<file path="src/rtl/alu_pkg.sv">
// Shared definitions for the ALU operand stage: the decoded operation code,
// the 4-bit ALU control values, the rotate flag position inside the shift
// operand and the selector values used by the sign-extend and count-leading
// operations.
package alu_pkg;

  // Codes 18..31 are not assigned and issue as a nop.
  typedef enum logic [4:0] {
    OP_AND   = 5'd0,
    OP_OR    = 5'd1,
    OP_ADD   = 5'd2,
    OP_NOR   = 5'd3,
    OP_XOR   = 5'd4,
    OP_SEXTB = 5'd5,
    OP_SEXTH = 5'd6,
    OP_SUB   = 5'd7,
    OP_SLT   = 5'd8,
    OP_MUL   = 5'd9,
    OP_SLL   = 5'd10,
    OP_SGT   = 5'd11,
    OP_CLZ   = 5'd12,
    OP_CLO   = 5'd13,
    OP_SRL   = 5'd14,
    OP_ROTR  = 5'd15,
    OP_SLTU  = 5'd16,
    OP_SRA   = 5'd17
  } op_t;

  localparam logic [3:0] ALU_AND  = 4'd0;
  localparam logic [3:0] ALU_OR   = 4'd1;
  localparam logic [3:0] ALU_ADD  = 4'd2;
  localparam logic [3:0] ALU_NOR  = 4'd3;
  localparam logic [3:0] ALU_XOR  = 4'd4;
  localparam logic [3:0] ALU_SEXT = 4'd5;
  localparam logic [3:0] ALU_SUB  = 4'd6;
  localparam logic [3:0] ALU_SLT  = 4'd7;
  localparam logic [3:0] ALU_MUL  = 4'd9;
  localparam logic [3:0] ALU_SLL  = 4'd10;
  localparam logic [3:0] ALU_SGT  = 4'd11;
  localparam logic [3:0] ALU_CL   = 4'd12;
  localparam logic [3:0] ALU_SRL  = 4'd13;
  localparam logic [3:0] ALU_SLTU = 4'd14;
  localparam logic [3:0] ALU_SRA  = 4'd15;

  // Bit of the B operand that tells the shifter to rotate rather than shift.
  localparam int ROTR_BIT = 5;

  // B-operand selectors for the unary ops.
  localparam logic SEXT_B_SEL = 1'b0;
  localparam logic SEXT_H_SEL = 1'b1;
  localparam logic CL_Z_SEL   = 1'b0;
  localparam logic CL_O_SEL   = 1'b1;

  function automatic logic is_shift(input logic [4:0] op);
    return (op == OP_SLL) || (op == OP_SRL) || (op == OP_ROTR) || (op == OP_SRA);
  endfunction

  function automatic logic is_sext(input logic [4:0] op);
    return (op == OP_SEXTB) || (op == OP_SEXTH);
  endfunction

endpackage

</file>
<file path="src/rtl/alu_fwd_mux.sv">
// Source-operand forwarding for one register index.
// Ports:
//   idx       register index being read (index 0 always reads zero)
//   reg_data  value read from the register file
//   exm_*     EX/MEM forward source (highest priority)
//   wb_*      writeback forward source
//   data      resolved operand value
module alu_fwd_mux #(
  parameter int W = 32
) (
  input  logic [4:0]   idx,
  input  logic [W-1:0] reg_data,
  input  logic         exm_wen,
  input  logic [4:0]   exm_rd,
  input  logic [W-1:0] exm_data,
  input  logic         wb_wen,
  input  logic [4:0]   wb_rd,
  input  logic [W-1:0] wb_data,
  output logic [W-1:0] data
);

  // The youngest in-flight write (EX/MEM) wins over the older writeback.
  always_comb begin
    if (idx == 5'd0) begin
      data = '0;
    end else if (exm_wen && (exm_rd == idx)) begin
      data = exm_data;
    end else if (wb_wen && (wb_rd == idx)) begin
      data = wb_data;
    end else begin
      data = reg_data;
    end
  end

endmodule

</file>
<file path="src/rtl/alu_operand_stage.sv">
// ALU operand stage: resolves source operands with forwarding, detects
// load-use hazards, maps the decoded op to ALU control and operands, and holds
// the result in a single output register with a valid/ready handshake.
// Ports:
//   clk, rst_n                  clock, synchronous active-low reset
//   flush                       drop the held operation
//   in_valid/in_ready           decoded-op handshake
//   in_op, in_rs_idx, in_rt_idx, in_rd, in_rs_data, in_rt_data, in_imm,
//   in_use_imm                  decoded operation fields
//   exm_wen, exm_is_load, exm_rd, exm_data   EX/MEM forward source
//   wb_wen, wb_rd, wb_data      writeback forward source
//   out_valid/out_ready         ALU-side handshake
//   alu_ctrl, alu_a, alu_b, out_rd           registered ALU inputs
//   stall_cnt                   saturating count of load-use stall cycles
module alu_operand_stage
  import alu_pkg::*;
#(
  parameter int W     = 32,
  parameter int CNT_W = 16
) (
  input  logic             clk,
  input  logic             rst_n,
  input  logic             flush,
  input  logic             in_valid,
  output logic             in_ready,
  input  logic [4:0]       in_op,
  input  logic [4:0]       in_rs_idx,
  input  logic [4:0]       in_rt_idx,
  input  logic [4:0]       in_rd,
  input  logic [W-1:0]     in_rs_data,
  input  logic [W-1:0]     in_rt_data,
  input  logic [W-1:0]     in_imm,
  input  logic             in_use_imm,
  input  logic             exm_wen,
  input  logic             exm_is_load,
  input  logic [4:0]       exm_rd,
  input  logic [W-1:0]     exm_data,
  input  logic             wb_wen,
  input  logic [4:0]       wb_rd,
  input  logic [W-1:0]     wb_data,
  output logic             out_valid,
  input  logic             out_ready,
  output logic [3:0]       alu_ctrl,
  output logic [W-1:0]     alu_a,
  output logic [W-1:0]     alu_b,
  output logic [4:0]       out_rd,
  output logic [CNT_W-1:0] stall_cnt
);

  logic [W-1:0] rs_val;
  logic [W-1:0] rt_val;

  alu_fwd_mux #(.W(W)) u_fwd_rs (
    .idx      (in_rs_idx),
    .reg_data (in_rs_data),
    .exm_wen  (exm_wen),
    .exm_rd   (exm_rd),
    .exm_data (exm_data),
    .wb_wen   (wb_wen),
    .wb_rd    (wb_rd),
    .wb_data  (wb_data),
    .data     (rs_val)
  );

  alu_fwd_mux #(.W(W)) u_fwd_rt (
    .idx      (in_rt_idx),
    .reg_data (in_rt_data),
    .exm_wen  (exm_wen),
    .exm_rd   (exm_rd),
    .exm_data (exm_data),
    .wb_wen   (wb_wen),
    .wb_rd    (wb_rd),
    .wb_data  (wb_data),
    .data     (rt_val)
  );

  // Hazard detection: a load still in EX/MEM cannot be forwarded yet, so an
  // op that actually reads its destination must wait a cycle.
  logic uses_rs;
  logic uses_rt;
  logic hazard;
  logic accept;

  always_comb begin
    uses_rs = !((is_shift(in_op) && in_use_imm) || is_sext(in_op));
    uses_rt = !in_use_imm;
    hazard  = in_valid && exm_wen && exm_is_load && (exm_rd != 5'd0) &&
              ((uses_rs && (exm_rd == in_rs_idx)) ||
               (uses_rt && (exm_rd == in_rt_idx)));
  end

  // Reset is folded in so nothing is taken while the stage is being cleared.
  assign in_ready = rst_n && (!out_valid || out_ready) && !hazard && !flush;
  assign accept   = in_valid && in_ready;

  // Decode into the next contents of the output register.
  logic [3:0]   nxt_ctrl;
  logic [W-1:0] nxt_a;
  logic [W-1:0] nxt_b;
  logic [4:0]   nxt_rd;
  logic [4:0]   shamt;

  // NOTE: every signal gets a default at the top of the block so no path
  // through the case leaves one unassigned and infers a latch.
  always_comb begin
    nxt_ctrl = ALU_ADD;
    nxt_a    = rs_val;
    nxt_b    = in_use_imm ? in_imm : rt_val;
    nxt_rd   = in_rd;
    shamt    = in_use_imm ? in_imm[4:0] : rs_val[4:0];

    case (in_op)
      OP_AND:  nxt_ctrl = ALU_AND;
      OP_OR:   nxt_ctrl = ALU_OR;
      OP_ADD:  nxt_ctrl = ALU_ADD;
      OP_NOR:  nxt_ctrl = ALU_NOR;
      OP_XOR:  nxt_ctrl = ALU_XOR;
      OP_SUB:  nxt_ctrl = ALU_SUB;
      OP_SLT:  nxt_ctrl = ALU_SLT;
      OP_MUL:  nxt_ctrl = ALU_MUL;
      OP_SGT:  nxt_ctrl = ALU_SGT;
      OP_SLTU: nxt_ctrl = ALU_SLTU;
      OP_SEXTB: begin
        nxt_ctrl = ALU_SEXT;
        nxt_b    = W'(SEXT_B_SEL);
      end
      OP_SEXTH: begin
        nxt_ctrl = ALU_SEXT;
        nxt_b    = W'(SEXT_H_SEL);
      end
      OP_CLZ: begin
        nxt_ctrl = ALU_CL;
        nxt_b    = W'(CL_Z_SEL);
      end
      OP_CLO: begin
        nxt_ctrl = ALU_CL;
        nxt_b    = W'(CL_O_SEL);
      end
      // Shifts move the shifted value to A and pack amount + rotate flag in B.
      OP_SLL, OP_SRL, OP_ROTR, OP_SRA: begin
        case (in_op)
          OP_SLL:  nxt_ctrl = ALU_SLL;
          OP_SRA:  nxt_ctrl = ALU_SRA;
          default: nxt_ctrl = ALU_SRL;
        endcase
        nxt_a           = rt_val;
        nxt_b           = '0;
        nxt_b[4:0]      = shamt;
        nxt_b[ROTR_BIT] = (in_op == OP_ROTR);
      end
      default: begin
        nxt_ctrl = ALU_ADD;
        nxt_a    = '0;
        nxt_b    = '0;
        nxt_rd   = 5'd0;
      end
    endcase
  end

  // NOTE: state registers use non-blocking assignments so every flop samples
  // the values from before the edge, independent of statement order.
  always_ff @(posedge clk) begin
    if (!rst_n) begin
      out_valid <= 1'b0;
      alu_ctrl  <= '0;
      alu_a     <= '0;
      alu_b     <= '0;
      out_rd    <= '0;
      stall_cnt <= '0;
    end else begin
      if (hazard && (stall_cnt != {CNT_W{1'b1}})) begin
        stall_cnt <= stall_cnt + CNT_W'(1);
      end

      // Flush only kills the valid bit; the data registers keep their values.
      if (flush) begin
        out_valid <= 1'b0;
      end else if (accept) begin
        out_valid <= 1'b1;
        alu_ctrl  <= nxt_ctrl;
        alu_a     <= nxt_a;
        alu_b     <= nxt_b;
        out_rd    <= nxt_rd;
      end else if (out_ready) begin
        out_valid <= 1'b0;
      end
    end
  end

endmodule

</file>
<file path="config.mk">
export PLATFORM = sky130hd
export DESIGN_NAME = alu_operand_stage
export DESIGN_NICKNAME = d
export VERILOG_FILES = /design/src/rtl/alu_pkg.sv /design/src/rtl/alu_fwd_mux.sv /design/src/rtl/alu_operand_stage.sv
export SDC_FILE = /design/constraint.sdc
export NUM_CORES = 1
export LEC_CHECK = 0
export ABC_CLOCK_PERIOD_IN_PS = 3200
export CAP_MARGIN = 20
export CORE_MARGIN = 1.5
export CORE_UTILIZATION = 42
export DETAILED_ROUTE_END_ITERATION = 6
export PLACE_DENSITY_LB_ADDON = 0.05
export SKIP_CTS_REPAIR_TIMING = 1
export SYNTH_ARGS = -nofsm -noshare
export SYNTH_HDL_FRONTEND = slang
export SYNTH_SLANG_ARGS = --single-unit
</file>
<file path="constraint.sdc">
create_clock -name clk -period 3.2 [get_ports clk]
set_input_delay 0.64 -clock clk [delete_from_list [all_inputs] [get_ports clk]]
set_output_delay 0.64 -clock clk [all_outputs]
set_load 0.05 [all_outputs]
</file>
==> results of run 1 <==
-- per-layer routing --
metal  vias to the layer above  GRT usage (%)  wire length (µm)
li1                       3766              -                 -
met3                        67           6.32              2570
met5                         -              0                 0
met2                       474           59.6             12800
met1                      3725           41.8             10200
met4                         0           17.1              1270
-- worst min-delay path by stage --
stage                    from  cells after the start        end
global route        out_rd[2]                      2  out_rd[2]
global placement    out_rd[4]                      2  out_rd[4]
detailed placement  out_rd[4]                      2  out_rd[4]
CTS                 out_rd[4]                      2  out_rd[4]
floorplan           out_rd[0]                      2  out_rd[0]
finish              out_rd[4]                      2  out_rd[4]
-- sequential cells by signal, indices dropped and copies added, names as in the netlist --
name       count
out_rd         5
stall_cnt     16
alu_a         32
out_valid      1
alu_ctrl       4
alu_b         32
-- Yosys cell counts (all sizes together) (4+ instances only) --
cell    count  area (µm²)
a211oi      7        52.6
dfxtp      90        1800
or2         8        50.1
a21oi      23         115
mux2i       4        40.0
o31a        5        43.8
nand2     107         402
or3         9        56.3
or4         5        37.5
o31ai       7        52.6
nand2b     13        88.8
a31oi      56         350
xnor2      19         166
nor4        5        31.3
xor2        5        43.8
nor3       47         235
o221ai      5        43.8
and2        4        25.0
a311oi     10        87.6
nor2       55         209
clkbuf     70         263
inv        12        45.0
a22oi      22         165
buf        15        81.3
nor2b       8        57.6
o21a       10        75.1
a311o      23         230
nand4      34         213
nand3      57         285
o21ai      89         445
-- layout make-up --
class                           instances  share of cell area, %
Sequential cell                        90                   18.5
Inverter                               12                  0.463
Clock inverter                          5                  0.874
Timing Repair Buffer                  344                   34.9
Multi-Input combinational cell        673                   40.5
Tap cell                              180                   2.31
Clock buffer                           10                   2.46
Antenna cell                            1                 0.0257
-- power by group through the flow --
stage / Clock, mW / Combinational (mW) / Sequential, mW
after global routing: 1.24 / 1.10 / 1.19
final: 1.18 / 1.05 / 1.18
after CTS: 1.19 / 1.03 / 1.18
after detailed placement: 0 / 1.02 / 1.21
after floorplan: 0 / 0.351 / 1.34
after global placement: 0 / 1.02 / 1.21
-- cells by family (layout without fill, tap and decap cells) --
kind of cell / count (synthesis) / after routing / synth area share (%)
AO/OA/AOI/OAI: 281 / 281 / 30.6
XOR/XNOR: 24 / 24 / 3.45
adder cells (fa/ha/maj): 1 / 1 / 0.205
buffers and inverters: 97 / 371 / 6.38
flip-flops: 90 / 90 / 29.6
multiplexers: 4 / 4 / 0.657
other: 0 / 1 / 0
AND/OR/NAND/NOR: 363 / 363 / 29.1
-- worst reg2reg max path, stage by stage (launching register included) --
cell	delay, ps
dfxtp_1	370
ha_1	230
and2_1	250
nand2_1	110
nor3_1	70
or3_1	390
buf_4	180
o41ai_1	360
a21oi_1	110
-- through the flow --
stage / area, µm² / setup TNS, ps
detailed placement: 9370 / -2210
floorplan: 6100 / 0
global route: 9730 / 0
CTS: 9700 / 0
finish: 9730 / 0
global placement: 9370 / -275
==> impl_metrics.ini, run 1 <==
[setup_path]
crit_fanout = 7
ff2ff_path_depth = 8
r2r_start = stall_cnt[0]
slowest_stage = or4_1
worst_r2r_endpoint = stall_cnt[15]
critPathCapture = in_ready
crit_chain = clkdlybuf4s50_1, or4_1, o2111ai_1, a21o_2, o21a_1, buf_4
required_ps = 2560
crit_cells = 6
crit_arrival_ps = 2450
crit_type = input pin to primary output
slowest_delay_ps = 540
critPathBufInv = 2
cp-startpoint = exm_rd[1]
cp-end-kind = primary output
path_delay_family = buffers and inverters
critPathLaunchType = input pin
reg2reg_slack_ps = 990

[clock_network]
cts_tree = yes
clkTransAtPathRegs_ps = 70
clk_path_buf_depth = 2
htree_levels = 3
cts.sinks = 90
cts_buffers = 9
cts_root_buf = clkbuf_16
clk_latency_ps = 350

[place]
gp_congestion = 0.932
portBuffers = 289
place_hpwl_um = 19900
dp_cells = 1297
post-place-ws_ps = -127

[hold_path]
hold_class = flip-flop to flip-flop

[floorplanning]
dieHeight_um = 123
num_rows = 43
initial_core_util_pct = 43.4
io_pins = 290
dieArea_um2 = 15200
dieWidth_um = 123
coreArea_um2 = 14000

[logic_synthesis]
synth_area_um2 = 6100
netlist_instances = 860
async_reset_ff_share_pct = 0
synth_warnings = 0
synth-edff-count = 0
yosysSeqAreaShare_pct = 29.6
ys_ff_latch = 90
synth_flop_cell = dfxtp_1
synth_area_per_cell_um2 = 7.09
syn_nets = 1060
post_synth_num_cell_types = 59

[detailed_routing]
drt_wl_total_um = 26800
dr.pass1.iters = 5
drt-initial-drc-count = 696
drc_errors = 0
viasPerCell = 6.11
wire_per_inst_um = 20.4
ant_nets = 0
num_vias = 8032

[power_and_ir_drop]
switching_share_pct = 31.3
seqPwrFrac_pct = 34.7
p_int_mw = 2.34
power.leakage_nw = 3.35
p_comb_share_pct = 30.7
p_per_area_nw_per_um2 = 350
max-vdd-ir-drop_mv = 0.294
power_frac_clock_pct = 34.6
fin_total_pwr_mw = 3.41
power_switching_mw = 1.07

[cells_and_area]
layoutNonFillerInstCount = 1315
multi_input_area_um2 = 3940
nFillCells = 1209
regArea_um2 = 1800
layout_commonest_cell = clkdlybuf4s50_1
final_cell_mix = clkdlybuf4s50_1 (286), nand2_1 (107), dfxtp_1 (90)
areaGrowthSynthToFinish_pct = 59.7
fin_util_pct = 69.3
drive_gt1_share_pct = 8.20
num-nets-final = 1330

[timing]
timing.hold.ws_ps = 458
fin_crit_ps = 3090
hold_viol = 0
slew_headroom_pct = 46.0
worst_slack_ps = 106
fin_crit_sh_pct = 96.7
slew_viol_final = 0
setup_viol = 0
clock_skew_ps = 6.69
worst_pin_slew_ps = 810
rsz0062_at_grt = no
fmax_mhz = 323

[grt]
grt_pass1_wl_um = 40300
grt_pass1_vias = 7332
grt_antenna_before_repair = 1
grtUsageTotal_pct = 34.8
grt_max_degree = 75
overflow = 0

[run]
drv_cap = 0

[outcome]
status = finished, final reports clean
No activity file was read; power rests on OpenSTA's default activity.
==> run 2, diff against run 1 <==
ABC_CLOCK_PERIOD_IN_PS = 2600   (was 3200)
CORE_MARGIN = 1   (was 1.5)
CORE_UTILIZATION = 38   (was 42)
SLEW_MARGIN = 10   (was not set)
clock period = 2.6 ns   (was 3.2 ns; I/O delays follow)
==> impl_metrics.ini, run 2 (same netlist as run 1, synthesis figures left out) <==
[outcome]
status = finished, final reports clean

[place]
post-place-ws_ps = -503
dp_cells = 1398
place_hpwl_um = 21400
portBuffers = 289
gp_congestion = 0.963

[setup_path]
critPathCapture = in_ready
crit_fanout = 5
r2r_start = stall_cnt[0]
crit_cells = 7
cp-startpoint = in_rs_idx[3]
reg2reg_slack_ps = 430
crit_chain = clkdlybuf4s50_1, xnor2_1, nand3_1, o32a_1, buf_6, o21a_1, buf_6
slowest_delay_ps = 500
required_ps = 2080
crit_arrival_ps = 2020
crit_top_cell = buf_6
worst_r2r_endpoint = stall_cnt[13]
ff2ff_path_depth = 7
crit_type = input pin to primary output
path_delay_family = buffers and inverters
critPathBufInv = 3
critPathLaunchType = input pin
slowest_stage = clkdlybuf4s50_1
cp-end-kind = primary output

[power_and_ir_drop]
p_per_area_nw_per_um2 = 405
max-vdd-ir-drop_mv = 0.371
power.leakage_nw = 3.94

[grt]
grt_max_degree = 75
grt_pass1_wl_um = 42800
grt_pass1_vias = 7734
grt_antenna_before_repair = 5
grtUsageTotal_pct = 34.0
overflow = 0

[hold_path]
worstHoldStart = out_rd[2]
hold_class = flip-flop to flip-flop

[timing]
fin_crit_sh_pct = 97.6
worst_slack_ps = 62.0
fmax_mhz = 394
hold_viol = 0
worst_pin_slew_ps = 840
setup_viol = 0
fin_crit_ps = 2540
slew_viol_final = 0
clock_skew_ps = 7.07
slew_headroom_pct = 44.0

[floorplanning]
dieHeight_um = 129
dieArea_um2 = 16600
initial_core_util_pct = 39.5
num_rows = 45
io_pins = 290
coreArea_um2 = 15400
dieWidth_um = 129

[detailed_routing]
drt_wl_total_um = 28400
ant_nets = 0
dr.pass1.iters = 7
drc_errors = 0
num_vias = 8268
drt-initial-drc-count = 718
viasPerCell = 5.83
wire_per_inst_um = 20.0

[cells_and_area]
final_cell_mix = clkdlybuf4s50_1 (268), nand2_1 (107), buf_4 (104)
drive_gt1_share_pct = 14.5
num-nets-final = 1399
layoutNonFillerInstCount = 1419
layout_commonest_cell = clkdlybuf4s50_1
largestRegisters = alu_a: 32 flops, alu_b: 32 flops, stall_cnt: 16 flops
areaGrowthSynthToFinish_pct = 73.4

[clock_network]
clk_latency_ps = 350
cts_tree = yes
clkTransAtPathRegs_ps = 70
htree_levels = 3
cts_root_buf = clkbuf_16
cts.sinks = 90
clk_path_buf_depth = 2
cts_buffers = 9

[run]
drv_cap = 0
run 2: cell count changes in the layout (fill, tap and decap cells not counted), sizes merged:
cell,change
buf,+69
clkdlybuf4s50,-18
dlymetal6s2s,+17
diode,+4
clkbuf,+2
bufinv,-1
clkinv,+1
clkinvlp,-1
run 2: layout make-up:
cell class | count | area (µm²)
Multi-Input combinational cell | 673 | 4040
Antenna cell | 5 | 12.5
Inverter | 12 | 45.0
Fill cell | 1398 | 4860
Tap cell | 211 | 264
Clock inverter | 4 | 58.8
Timing Repair Buffer | 413 | 4090
Clock buffer | 11 | 253
Sequential cell | 90 | 1800
run 2: tightest hold or removal path: stages, from the launching register on:
cell	delay [ps]
dfxtp_1	310
nand2_1	50
a21oi_1	50
run 2: where the power goes:
part           total [mW]  internal (mW)  switching, mW
registers            1.46           1.43         0.0292
clock network        1.40          0.805          0.597
logic                1.42          0.682          0.739
run 2: worst min path at each step:
stage	end	slack, ps	cells after the start
after floorplan	stall_cnt[14]	670	2
after global placement	out_rd[2]	440	2
after detailed placement	out_rd[2]	450	2
after CTS	out_rd[2]	460	2
after global routing	out_rd[2]	470	2
final	out_rd[2]	460	2
run 2: routing by layer:
metal,vias up,part of all wire [%],wire length (µm),GRT usage (%)
li1,3910,-,-,-
met1,3837,39,11100,41.1
met2,457,47,13400,57.2
met3,64,9.1,2580,6.53
met4,0,4.6,1300,17.7
met5,-,0,0,0
run 2: metrics by stage:
| stage | TNS [ps] | hold WS, ps | cell area (µm²) | power, mW | utilization [%] |
|---|---|---|---|---|---|
| 6_report | 0 | 455 | 10600 | 4.28 | 68.5 |
| 5_1_grt | -9.01 | 472 | 10600 | 4.45 | 68.5 |
| 4_1_cts | -2020 | 456 | 10400 | 4.27 | 67.4 |
| 3_5_place_dp | -29470 | 446 | 10100 | 2.87 | 65.4 |
| 3_3_place_gp | -27700 | 439 | 10100 | 2.87 | 65.4 |
| 2_1_floorplan | 0 | 670 | 6100 | 2.08 | - |
==> run 3, diff against run 2 <==
CTS_CLUSTER_SIZE = 8   (was not set)
==> results of run 3 <==
Final layout, timing and power as in run 2 (identical DEF).
